**config.mk**
```make
export PLATFORM = sky130hd
export DESIGN_NAME = tour_move_seq_flat
export DESIGN_NICKNAME = d
export VERILOG_FILES = /design/src/rtl/tour_move_seq_pkg.sv /design/src/rtl/tour_move_seq_if.sv /design/src/rtl/tour_move_seq_decode.sv /design/src/rtl/tour_move_seq.sv /design/src/flat_wrapper.sv
export SDC_FILE = /design/constraint.sdc
export NUM_CORES = 1
export LEC_CHECK = 0
export ABC_AREA = 0
export ABC_CLOCK_PERIOD_IN_PS = 2250
export CAP_MARGIN = 20
export CORE_ASPECT_RATIO = 0.6
export CORE_MARGIN = 5
export CORE_UTILIZATION = 36
export DETAILED_ROUTE_END_ITERATION = 10
export PLACE_DENSITY = 0.88
export REMOVE_ABC_BUFFERS = 1
export SYNTH_ARGS = -nofsm -noshare
export SYNTH_HDL_FRONTEND = slang
export SYNTH_SLANG_ARGS = --single-unit
```
**constraint.sdc**
```tcl
create_clock -name clk -period 2.25 [get_ports clk]
set_input_delay 0.45 -clock clk [delete_from_list [all_inputs] [get_ports clk]]
set_output_delay 0.45 -clock clk [all_outputs]
set_load 0.01 [all_outputs]
```
**src/rtl/tour_move_seq_pkg.sv**
```systemverilog
// Shared definitions for the knight-tour move sequencer: FSM state encoding,
// command opcodes, heading codes and response bytes.
package tour_pkg;

   typedef enum logic [2:0] {
      ST_IDLE   = 3'd0,
      ST_VERT   = 3'd1,
      ST_HOLD_V = 3'd2,
      ST_HORZ   = 3'd3,
      ST_HOLD_H = 3'd4
   } tour_state_t;

   localparam logic [3:0] MOVE     = 4'h2;
   localparam logic [3:0] MOVE_FAN = 4'h3;

   localparam logic [7:0] HEAD_N = 8'h00;
   localparam logic [7:0] HEAD_W = 8'h3F;
   localparam logic [7:0] HEAD_S = 8'h7F;
   localparam logic [7:0] HEAD_E = 8'hBF;

   localparam logic [7:0] RESP_ACK  = 8'hA5;
   localparam logic [7:0] RESP_DONE = 8'h5A;

endpackage

```
**src/rtl/tour_move_seq_if.sv**
```systemverilog
// Signal bundle around the tour sequencer.
//   start_tour, move             : from cmd_proc / tour memory
//   mv_indx                      : index into the tour memory
//   cmd_UART, cmd_rdy_UART       : command from the UART wrapper
//   clr_cmd_rdy_UART             : consume strobe back to the UART wrapper
//   cmd, cmd_rdy                 : command to cmd_proc
//   clr_cmd_rdy, send_resp       : acceptance / segment-done from cmd_proc
//   resp                         : response byte to the UART
// master = sequencer side, slave = surrounding system.
interface tour_move_seq_if;
   logic        start_tour;
   logic [7:0]  move;
   logic [4:0]  mv_indx;
   logic [15:0] cmd_UART;
   logic        cmd_rdy_UART;
   logic        clr_cmd_rdy_UART;
   logic [15:0] cmd;
   logic        cmd_rdy;
   logic        clr_cmd_rdy;
   logic        send_resp;
   logic [7:0]  resp;

   modport master (
      input  start_tour, move, cmd_UART, cmd_rdy_UART, clr_cmd_rdy, send_resp,
      output mv_indx, clr_cmd_rdy_UART, cmd, cmd_rdy, resp
   );

   modport slave (
      output start_tour, move, cmd_UART, cmd_rdy_UART, clr_cmd_rdy, send_resp,
      input  mv_indx, clr_cmd_rdy_UART, cmd, cmd_rdy, resp
   );
endinterface

```
**src/rtl/tour_move_seq_decode.sv**
```systemverilog
// knight_move_decode: turns a one-hot knight move into a vertical segment
// (heading + squares) and a horizontal segment. Purely combinational.
//   move  in  8 : one-hot move
//   vhead out 8 / vsq out 4 : vertical heading and square count
//   hhead out 8 / hsq out 4 : horizontal heading and square count
//   valid out 1 : exactly one bit of move is set
module knight_move_decode
   import tour_pkg::*;
(
   input  logic [7:0] move,
   output logic [7:0] vhead,
   output logic [3:0] vsq,
   output logic [7:0] hhead,
   output logic [3:0] hsq,
   output logic       valid
);

   assign valid = (move != 8'h00) && ((move & (move - 8'd1)) == 8'h00);

   always_comb begin
      vhead = HEAD_N;
      vsq   = 4'd0;
      hhead = HEAD_E;
      hsq   = 4'd0;
      case (move)
         8'h01: begin vhead = HEAD_N; vsq = 4'd2; hhead = HEAD_E; hsq = 4'd1; end
         8'h02: begin vhead = HEAD_N; vsq = 4'd2; hhead = HEAD_W; hsq = 4'd1; end
         8'h04: begin vhead = HEAD_N; vsq = 4'd1; hhead = HEAD_W; hsq = 4'd2; end
         8'h08: begin vhead = HEAD_S; vsq = 4'd1; hhead = HEAD_W; hsq = 4'd2; end
         8'h10: begin vhead = HEAD_S; vsq = 4'd2; hhead = HEAD_W; hsq = 4'd1; end
         8'h20: begin vhead = HEAD_S; vsq = 4'd2; hhead = HEAD_E; hsq = 4'd1; end
         8'h40: begin vhead = HEAD_S; vsq = 4'd1; hhead = HEAD_E; hsq = 4'd2; end
         8'h80: begin vhead = HEAD_N; vsq = 4'd1; hhead = HEAD_E; hsq = 4'd2; end
         default: ;
      endcase
   end

endmodule

```
**src/rtl/tour_move_seq.sv**
```systemverilog
// tour_move_seq: arbitrates the cmd_proc command port between the UART path
// (idle) and the solved knight tour (touring). Each move is issued as a
// vertical segment then a horizontal segment; one response per segment.
//   clk, rst : clock, async active-high reset
//   bus      : tour_move_seq_if.master (see interface for signal list)
//
// state     | meaning
// ----------+----------------------------------------------------------
// ST_IDLE   | UART commands pass straight through to cmd_proc
// ST_VERT   | offering vertical segment of move[mv_indx]
// ST_HOLD_V | vertical segment accepted, waiting for send_resp
// ST_HORZ   | offering horizontal segment (with fanfare)
// ST_HOLD_H | horizontal segment accepted, waiting for send_resp
module tour_move_seq
   import tour_pkg::*;
#(
   parameter int NUM_MOVES = 24
) (
   input  logic          clk,
   input  logic          rst,
   tour_move_seq_if.master bus
);

   localparam logic [4:0] LAST_INDX = 5'(NUM_MOVES - 1);

   tour_state_t state_q, state_d;
   logic [4:0]  mv_indx_q, mv_indx_d;

   logic [7:0] vhead, hhead;
   logic [3:0] vsq, hsq;
   logic       move_valid;
   logic       last_move;

   knight_move_decode u_decode (
      .move  (bus.move),
      .vhead (vhead),
      .vsq   (vsq),
      .hhead (hhead),
      .hsq   (hsq),
      .valid (move_valid)
   );

   assign last_move   = (mv_indx_q == LAST_INDX);
   assign bus.mv_indx = mv_indx_q;

   always_ff @(posedge clk or posedge rst) begin
      if (rst) begin
         state_q   <= ST_IDLE;
         mv_indx_q <= 5'd0;
      end else begin
         state_q   <= state_d;
         mv_indx_q <= mv_indx_d;
      end
   end

   always_comb begin
      state_d              = state_q;
      mv_indx_d            = mv_indx_q;
      bus.cmd              = bus.cmd_UART;
      bus.cmd_rdy          = 1'b0;
      bus.clr_cmd_rdy_UART = 1'b0;
      bus.resp             = RESP_ACK;
      case (state_q)
         ST_IDLE: begin
            bus.cmd_rdy          = bus.cmd_rdy_UART;
            bus.clr_cmd_rdy_UART = bus.clr_cmd_rdy;
            if (bus.start_tour) begin
               mv_indx_d = 5'd0;
               state_d   = ST_VERT;
            end
         end
         ST_VERT: begin
            bus.cmd     = {MOVE, vhead, vsq};
            bus.cmd_rdy = move_valid;
            // A corrupt tour entry aborts the tour rather than driving the
            // knight somewhere undefined.
            if (!move_valid)
               state_d = ST_IDLE;
            else if (bus.clr_cmd_rdy)
               state_d = ST_HOLD_V;
         end
         ST_HOLD_V: begin
            bus.cmd = {MOVE, vhead, vsq};
            if (bus.send_resp)
               state_d = ST_HORZ;
         end
         ST_HORZ: begin
            bus.cmd     = {MOVE_FAN, hhead, hsq};
            bus.cmd_rdy = 1'b1;
            if (bus.clr_cmd_rdy)
               state_d = ST_HOLD_H;
         end
         ST_HOLD_H: begin
            bus.cmd = {MOVE_FAN, hhead, hsq};
            if (last_move)
               bus.resp = RESP_DONE;
            if (bus.send_resp) begin
               if (last_move) begin
                  state_d = ST_IDLE;
               end else begin
                  mv_indx_d = mv_indx_q + 5'd1;
                  state_d   = ST_VERT;
               end
            end
         end
         default: state_d = ST_IDLE;
      endcase
   end

endmodule

```
**src/flat_wrapper.sv**
```systemverilog
// flat-port wrapper written by rule: the top's interface ports become plain ports
module tour_move_seq_flat import tour_pkg::*;
#(
   parameter int NUM_MOVES = 24
)
  (clk, rst, bus_start_tour, bus_move, bus_cmd_UART, bus_cmd_rdy_UART, bus_clr_cmd_rdy, bus_send_resp, bus_mv_indx, bus_clr_cmd_rdy_UART, bus_cmd, bus_cmd_rdy, bus_resp);
  tour_move_seq_if bus_i ();
  input  logic clk;
  input  logic rst;
  input wire logic [$bits(bus_i.start_tour)-1:0] bus_start_tour;
  input wire logic [$bits(bus_i.move)-1:0] bus_move;
  input wire logic [$bits(bus_i.cmd_UART)-1:0] bus_cmd_UART;
  input wire logic [$bits(bus_i.cmd_rdy_UART)-1:0] bus_cmd_rdy_UART;
  input wire logic [$bits(bus_i.clr_cmd_rdy)-1:0] bus_clr_cmd_rdy;
  input wire logic [$bits(bus_i.send_resp)-1:0] bus_send_resp;
  output wire logic [$bits(bus_i.mv_indx)-1:0] bus_mv_indx;
  output wire logic [$bits(bus_i.clr_cmd_rdy_UART)-1:0] bus_clr_cmd_rdy_UART;
  output wire logic [$bits(bus_i.cmd)-1:0] bus_cmd;
  output wire logic [$bits(bus_i.cmd_rdy)-1:0] bus_cmd_rdy;
  output wire logic [$bits(bus_i.resp)-1:0] bus_resp;
  assign bus_i.start_tour = bus_start_tour;
  assign bus_i.move = bus_move;
  assign bus_i.cmd_UART = bus_cmd_UART;
  assign bus_i.cmd_rdy_UART = bus_cmd_rdy_UART;
  assign bus_i.clr_cmd_rdy = bus_clr_cmd_rdy;
  assign bus_i.send_resp = bus_send_resp;
  assign bus_mv_indx = bus_i.mv_indx;
  assign bus_clr_cmd_rdy_UART = bus_i.clr_cmd_rdy_UART;
  assign bus_cmd = bus_i.cmd;
  assign bus_cmd_rdy = bus_i.cmd_rdy;
  assign bus_resp = bus_i.resp;
  tour_move_seq #(.NUM_MOVES(NUM_MOVES)) u_core (.clk(clk), .rst(rst), .bus(bus_i));
endmodule
```
; After elaboration in Yosys (flattened, before gate mapping)
; Index checks and enable logic that the tools add are counted.
[word_totals]
reg_bits = 8
output_inout_bits = 31
[classes]
addsub = 2
eq_ne = 19
n_mux = 21
bitwise_logic = 1
reduce_logical = 13
[ops]
columns = op, n
row1 = case mux 16 bit (2 select lines), 1
row2 = two-way mux 8 bit, 3
row3 = two-way mux 3 bit, 6
row4 = OR reduction 4 bit, 4
row5 = two-way mux 5 bit, 3
row6 = case mux 3 bit (5 select lines), 1
row7 = "inequality test 2 bit, second input constant", 5
row8 = case mux 5 bit (2 select lines), 1
row9 = bitwise AND 8 bit, 1
row10 = "== test 8 x 1 -> 1 bit, second input constant", 1
row11 = "== test 8 x 2 -> 1 bit, second input constant", 1
row12 = "== test 8 x 3 -> 1 bit, second input constant", 1
row13 = "== test 8 x 4 -> 1 bit, second input constant", 1
row14 = "== test 8 x 5 -> 1 bit, second input constant", 1
row15 = "== test 8 x 6 -> 1 bit, second input constant", 1
row16 = "== test 8 x 7 -> 1 bit, second input constant", 1
row17 = "== test 8 bit, second input constant", 1
row18 = zero test 8 bit, 1
row19 = case mux 2 bit (2 select lines), 2
row20 = nonzero test 8 bit, 1
row21 = "subtractor 8 x 1 -> 8 bit, second input constant", 1
row22 = two-way mux 7 bit, 1
row23 = "== test 3 x 2 -> 1 bit, second input constant", 2
row24 = "adder 5 x 1 -> 5 bit, second input constant", 1
row25 = other kinds (12), 14

; Depth between registers and ports, before layout
; Gate-level depths: netlist (run 1).
[depth]
depth_word = 6
depth_mapped = 7

; Cells and area by module
; A second synthesis (run 1) with hierarchy kept.
[hier_totals]
cells_unflattened = 205
area_unflattened_um2 = 1555.2
[modules_own_cells]
columns = mod, n_inst, cells_per_inst, area_per_inst_um2, seq_area_each_um2
row1 = tour_move_seq, 1, 156, 1229.9, 200.2
row2 = knight_move_decode, 1, 49, 325.3, 0.0

; Worst setup path after synthesis (run 1)
; Ideal clock, no wire load.
[synth_path]
path_kind = reg-to-output
from = register u_core.state_q[2]
to = output bus_resp[2]
t_arrival_ps = 1883
required_ps = 1800
path_slack_ps = -83
path_stages_with_launch = 6
cell_sequence = dfrtp_1 -> clkbuf_1 -> nand4_1 -> nor4_1 -> inv_1 -> buf_4
[synth_between]
elab_chain_len = 2
[synth_lines]
columns = element, line_no
row1 = "start, declared", tour_move_seq.sv:26  ; tour_state_t state_q, state_d;
row2 = "start signal, assigned", tour_move_seq.sv:51  ; state_q <= state_d;
row3 = == test 3 bit, tour_move_seq.sv:63  ; case (state_q)
row4 = two-way mux 8 bit, tour_move_seq.sv:63
row5 = "end, declared", flat_wrapper.sv:20  ; output wire logic [$bits(bus_i.resp)-1:0] bus_resp;
; No other way between the ends.

; Worst setup path in the final report (run 1)
[layout_path]
from = input bus_move[7]
to = output bus_cmd[7]
[layout_between]
elab_chain_len = 4
word_cells_on_any_way = 7
cone_classes = 4 x eq/ne / 2 x mux / 1 x reduce/logical
[layout_lines]
columns = element, line_no
row1 = "start, declared", flat_wrapper.sv:11  ; input wire logic [$bits(bus_i.move)-1:0] bus_move;
row2 = == test 8 x 7 -> 1 bit (tied with other cells), tour_move_seq_decode.sv:25  ; case (move)
row3 = OR reduction 4 bit (no line) *, -
row4 = two-way mux 7 bit *, tour_move_seq_decode.sv:25
row5 = case mux 16 bit (2 select lines) *, tour_move_seq.sv:63
row6 = "end, declared", flat_wrapper.sv:18  ; output wire logic [$bits(bus_i.cmd)-1:0] bus_cmd;
; Mark *: on every way between the ends. The rest lies on a longest branch, timed or not.

==> flow_summary.json, run 1 <==
{
  "outcome": "finished with violations",
  "violations": "negative setup slack",
  "place_ws_ps": -976.4,
  "grt_pass1_wl_um": 8004,
  "yosysWarnings": 0,
  "worstPathArrival_ps": 1980,
  "via_count": 1892,
  "drcViolationCount": 0,
  "core-area_um2": 3183,
  "die_width_um": 83.48,
  "die_area_um2": 4515,
  "vdd_drop_max_uv": 300.3,
  "layout.nets": 300,
  "hold_violations": 0,
  "diodes": 0,
  "syn_inst": 172,
  "crit_path_cell_trace": "buf_6, or4_4, nor4b_4, maj3_2, a21oi_4, o21ai_1, buf_2",
  "htree_levels": 1,
  "tightest_slew_ps": 477.1,
  "yosys_most_used_dff": "dfrtp_1",
  "cp_max_fo": 6,
  "grt_pass1_vias": 1598,
  "start_util_pct": 36.64,
  "cp.required_ps": 1800,
  "cts_tree": "yes",
  "drt-total-wl_um": 5996,
  "pin_count": 61,
  "grt_max_degree": 15,
  "die_h_um": 54.09,
  "final.min_clock_period_ps": 2431,
  "worst_setup_path_end_kind": "output pin",
  "fin_util_pct": 73.55,
  "rows": 16,
  "skew_ps": 7.161,
  "max_slew_margin_pct": 67.95,
  "synth_seq_cells": 8,
  "syn_to_final_growth_pct": 100.8,
  "insertion_delay_ps": 240,
  "place_inst": 287,
  "leakagePower_nw": 1.063,
  "cts_hold_buffers": 0,
  "routed_via_density": 6.064,
  "layout.cells.non_filler": 312,
  "routabilityCongestion": 0.8914,
  "setup_slack_ps": -181.2,
  "wl_per_cell_um": 19.22,
  "cp_top_family": "simple AND/OR/NAND/NOR gates",
  "clkSlewWorstSetupHoldPaths_ps": 50,
  "syn_area_um2": 1166,
  "final.setup.tns_ps": -1196,
  "initialDrtViolationCount": 216,
  "netlist.area_leader.share_pct": 17.17,
  "postRouteAntennaNets": 0,
  "port_buffers": 60,
  "fmax_mhz": 411.3,
  "cts_buffers": 3,
  "cts-root-buf": "clkbuf_8",
  "rsz0062_at_grt": "yes",
  "cp_num_buf_inv": 2,
  "yosysTopAreaCell": "dfrtp_1",
  "crit_slowest_cell": "or4_4",
  "grt_use_total_pct": 22.27,
  "synth_sequential_area_ratio_pct": 17.17,
  "hold_path_class": "input pin to asynchronous set/reset pin",
  "slowest_delay_ps": 570,
  "hpwl_um": 3123,
  "avgSynthCellArea_um2": 6.780,
  "slew_violations": 0,
  "grt-ovfl-total": 0,
  "critPathKind": "input pin to output pin",
  "drive_above_1_share_pct": 41.95,
  "powerDensity_nw_per_um2": 330.0,
  "post-route-period-util_pct": 108.1,
  "nFillCells": 207,
  "drtPass1Iterations": 5,
  "ys_types": 44,
  "maxCapViolCount": 0,
  "async_reset_ff_share_pct": 100.0,
  "synth_edf_count": 0,
  "start_kind": "input pin",
  "clockBufferDepth": 2,
  "synthTopCellsByArea": "dfrtp_1, o21ai_0, xor2_1",
  "antenna_found_initial": 0,
  "setup_viol_count_final": 9,
  "cts_sinks": 8
}
-- per-stage QoR --
stage | total power [W] | area (um2) | hold WS, ps
after global placement | 0.0005125 | 1964 | 520.7
after detailed placement | 0.0005187 | 1964 | 516.3
after floorplan | 0.0002951 | 1055 | 265.7
after global routing | 0.0008066 | 2341 | 526.4
final | 0.0007725 | 2341 | 515.5
after CTS | 0.0007190 | 2221 | 466.9
-- worst register-to-register path, delay by kind of cell (launching register included) --
family,cells,cell delay (ps)
DFF,1,430
AOI/OAI and AO/OA,3,480
buffers and inverters,7,790
and+or+nand+nor,2,360
-- cell type report --
cell class | count | area, um2 | share of cell area (%)
Clock buffer | 3 | 41.29 | 1.764
Multi-Input combinational cell | 135 | 998.5 | 42.65
Inverter | 7 | 26.28 | 1.122
Timing Repair Buffer | 114 | 1016 | 43.40
Tap cell | 45 | 56.30 | 2.405
Sequential cell | 8 | 202.7 | 8.658
-- timing repair --
| action | in CTS | in global routing |
|---|---|---|
| gates cloned | 1 | 0 |
| pin swaps | 20 | 21 |
| endpoints found under the hold margin | 0 | 0 |
| buffers inserted | 17 | 7 |
| setup endpoints to repair | 25 | 18 |
| gates resized for setup | 127 | 31 |
-- synth_stat cells, types with 2 or more instances --
| library cell | count |
|---|---|
| nor4_1 | 2 |
| nor4b_1 | 2 |
| inv_1 | 7 |
| nand3_1 | 2 |
| nand4_1 | 5 |
| xor2_1 | 7 |
| and3_1 | 3 |
| nor2b_1 | 7 |
| or2_2 | 2 |
| mux2i_1 | 2 |
| dfrtp_1 | 8 |
| a31oi_1 | 4 |
| nand2_1 | 14 |
| o211a_1 | 2 |
| o211ai_1 | 2 |
| a21oi_1 | 11 |
| buf_2 | 2 |
| buf_4 | 7 |
| or4_1 | 2 |
| maj3_1 | 2 |
| nor2_1 | 16 |
| o21ai_0 | 23 |
| clkbuf_1 | 12 |
| a211oi_1 | 4 |
| nor3_1 | 4 |
| xnor2_1 | 2 |
-- flip-flops by register name (all words and copies together), names as in the netlist --
register            flops
u_core.bus.mv_indx      5
u_core.state_q          3
-- worst paths after layout --
path                                            start               endpoint  slack, ps  depth (start not counted)
max in group asynchronous                         rst      u_core.state_q[1]       1460                          2
min in group clk                u_core.bus.mv_indx[4]  u_core.bus.mv_indx[4]        610                          2
worst min register to register  u_core.bus.mv_indx[4]  u_core.bus.mv_indx[4]        610                          2
worst max-delay path                      bus_move[7]             bus_cmd[7]       -180                          7
worst max register to register      u_core.state_q[1]      u_core.state_q[0]         90                         12
worst min-delay path                              rst  u_core.bus.mv_indx[3]        520                          2
-- metal layers --
| metal | vias up | routed length [um] | part of all wire [%] | global-route usage [%] |
|---|---|---|---|---|
| li1 | 806 | - | - | - |
| met1 | 847 | 2464 | 41 | 29.65 |
| met2 | 200 | 2509 | 42 | 36.30 |
| met3 | 39 | 759 | 13 | 5.810 |
| met4 | 0 | 264 | 4.4 | 6.150 |
| met5 | - | 0 | 0 | 0 |
-- power by group --
group          internal, W  total (W)  switching [W]
Clock             0.000116   0.000179      0.0000625
Combinational     0.000224   0.000440       0.000216
Sequential        0.000148   0.000154     0.00000544
Total             0.000489   0.000773       0.000284
-- kinds of logic (layout without fill, tap and decap cells) --
logic type / count (synthesis) / count (layout) / synth area share, %
fa+ha+maj: 3 / 3 / 2.790
xor+xnor: 9 / 9 / 6.760
buf+inv: 29 / 124 / 11.80
compound gates: 56 / 56 / 29.61
mux: 3 / 3 / 2.682
simple gates: 64 / 64 / 29.18
flops: 8 / 8 / 17.17
-- placed cells by master, fill, tap and decap left out, types with 3 or more instances in the layout --
cell type,instances
buf_6,12
a31oi_1,4
nor2_2,3
nor2b_1,6
o21ai_1,10
nor4b_4,3
dlygate4sd2_1,6
xor2_1,7
o21ai_0,12
and3_1,3
clkbuf_8,3
clkdlybuf4s50_1,31
dfrtp_1,6
buf_4,46
nor2_1,12
dlymetal6s2s_1,4
buf_2,12
inv_1,6
nand4_1,5
a21oi_1,9
nand2_1,14
Power figures use the tool's default switching activity.
==> run 2, diff against run 1 <==
Settings changed: CAP_MARGIN 20 to 10.
==> results of run 2 <==
The final DEF is identical to that of run 1; final timing and power are the same.
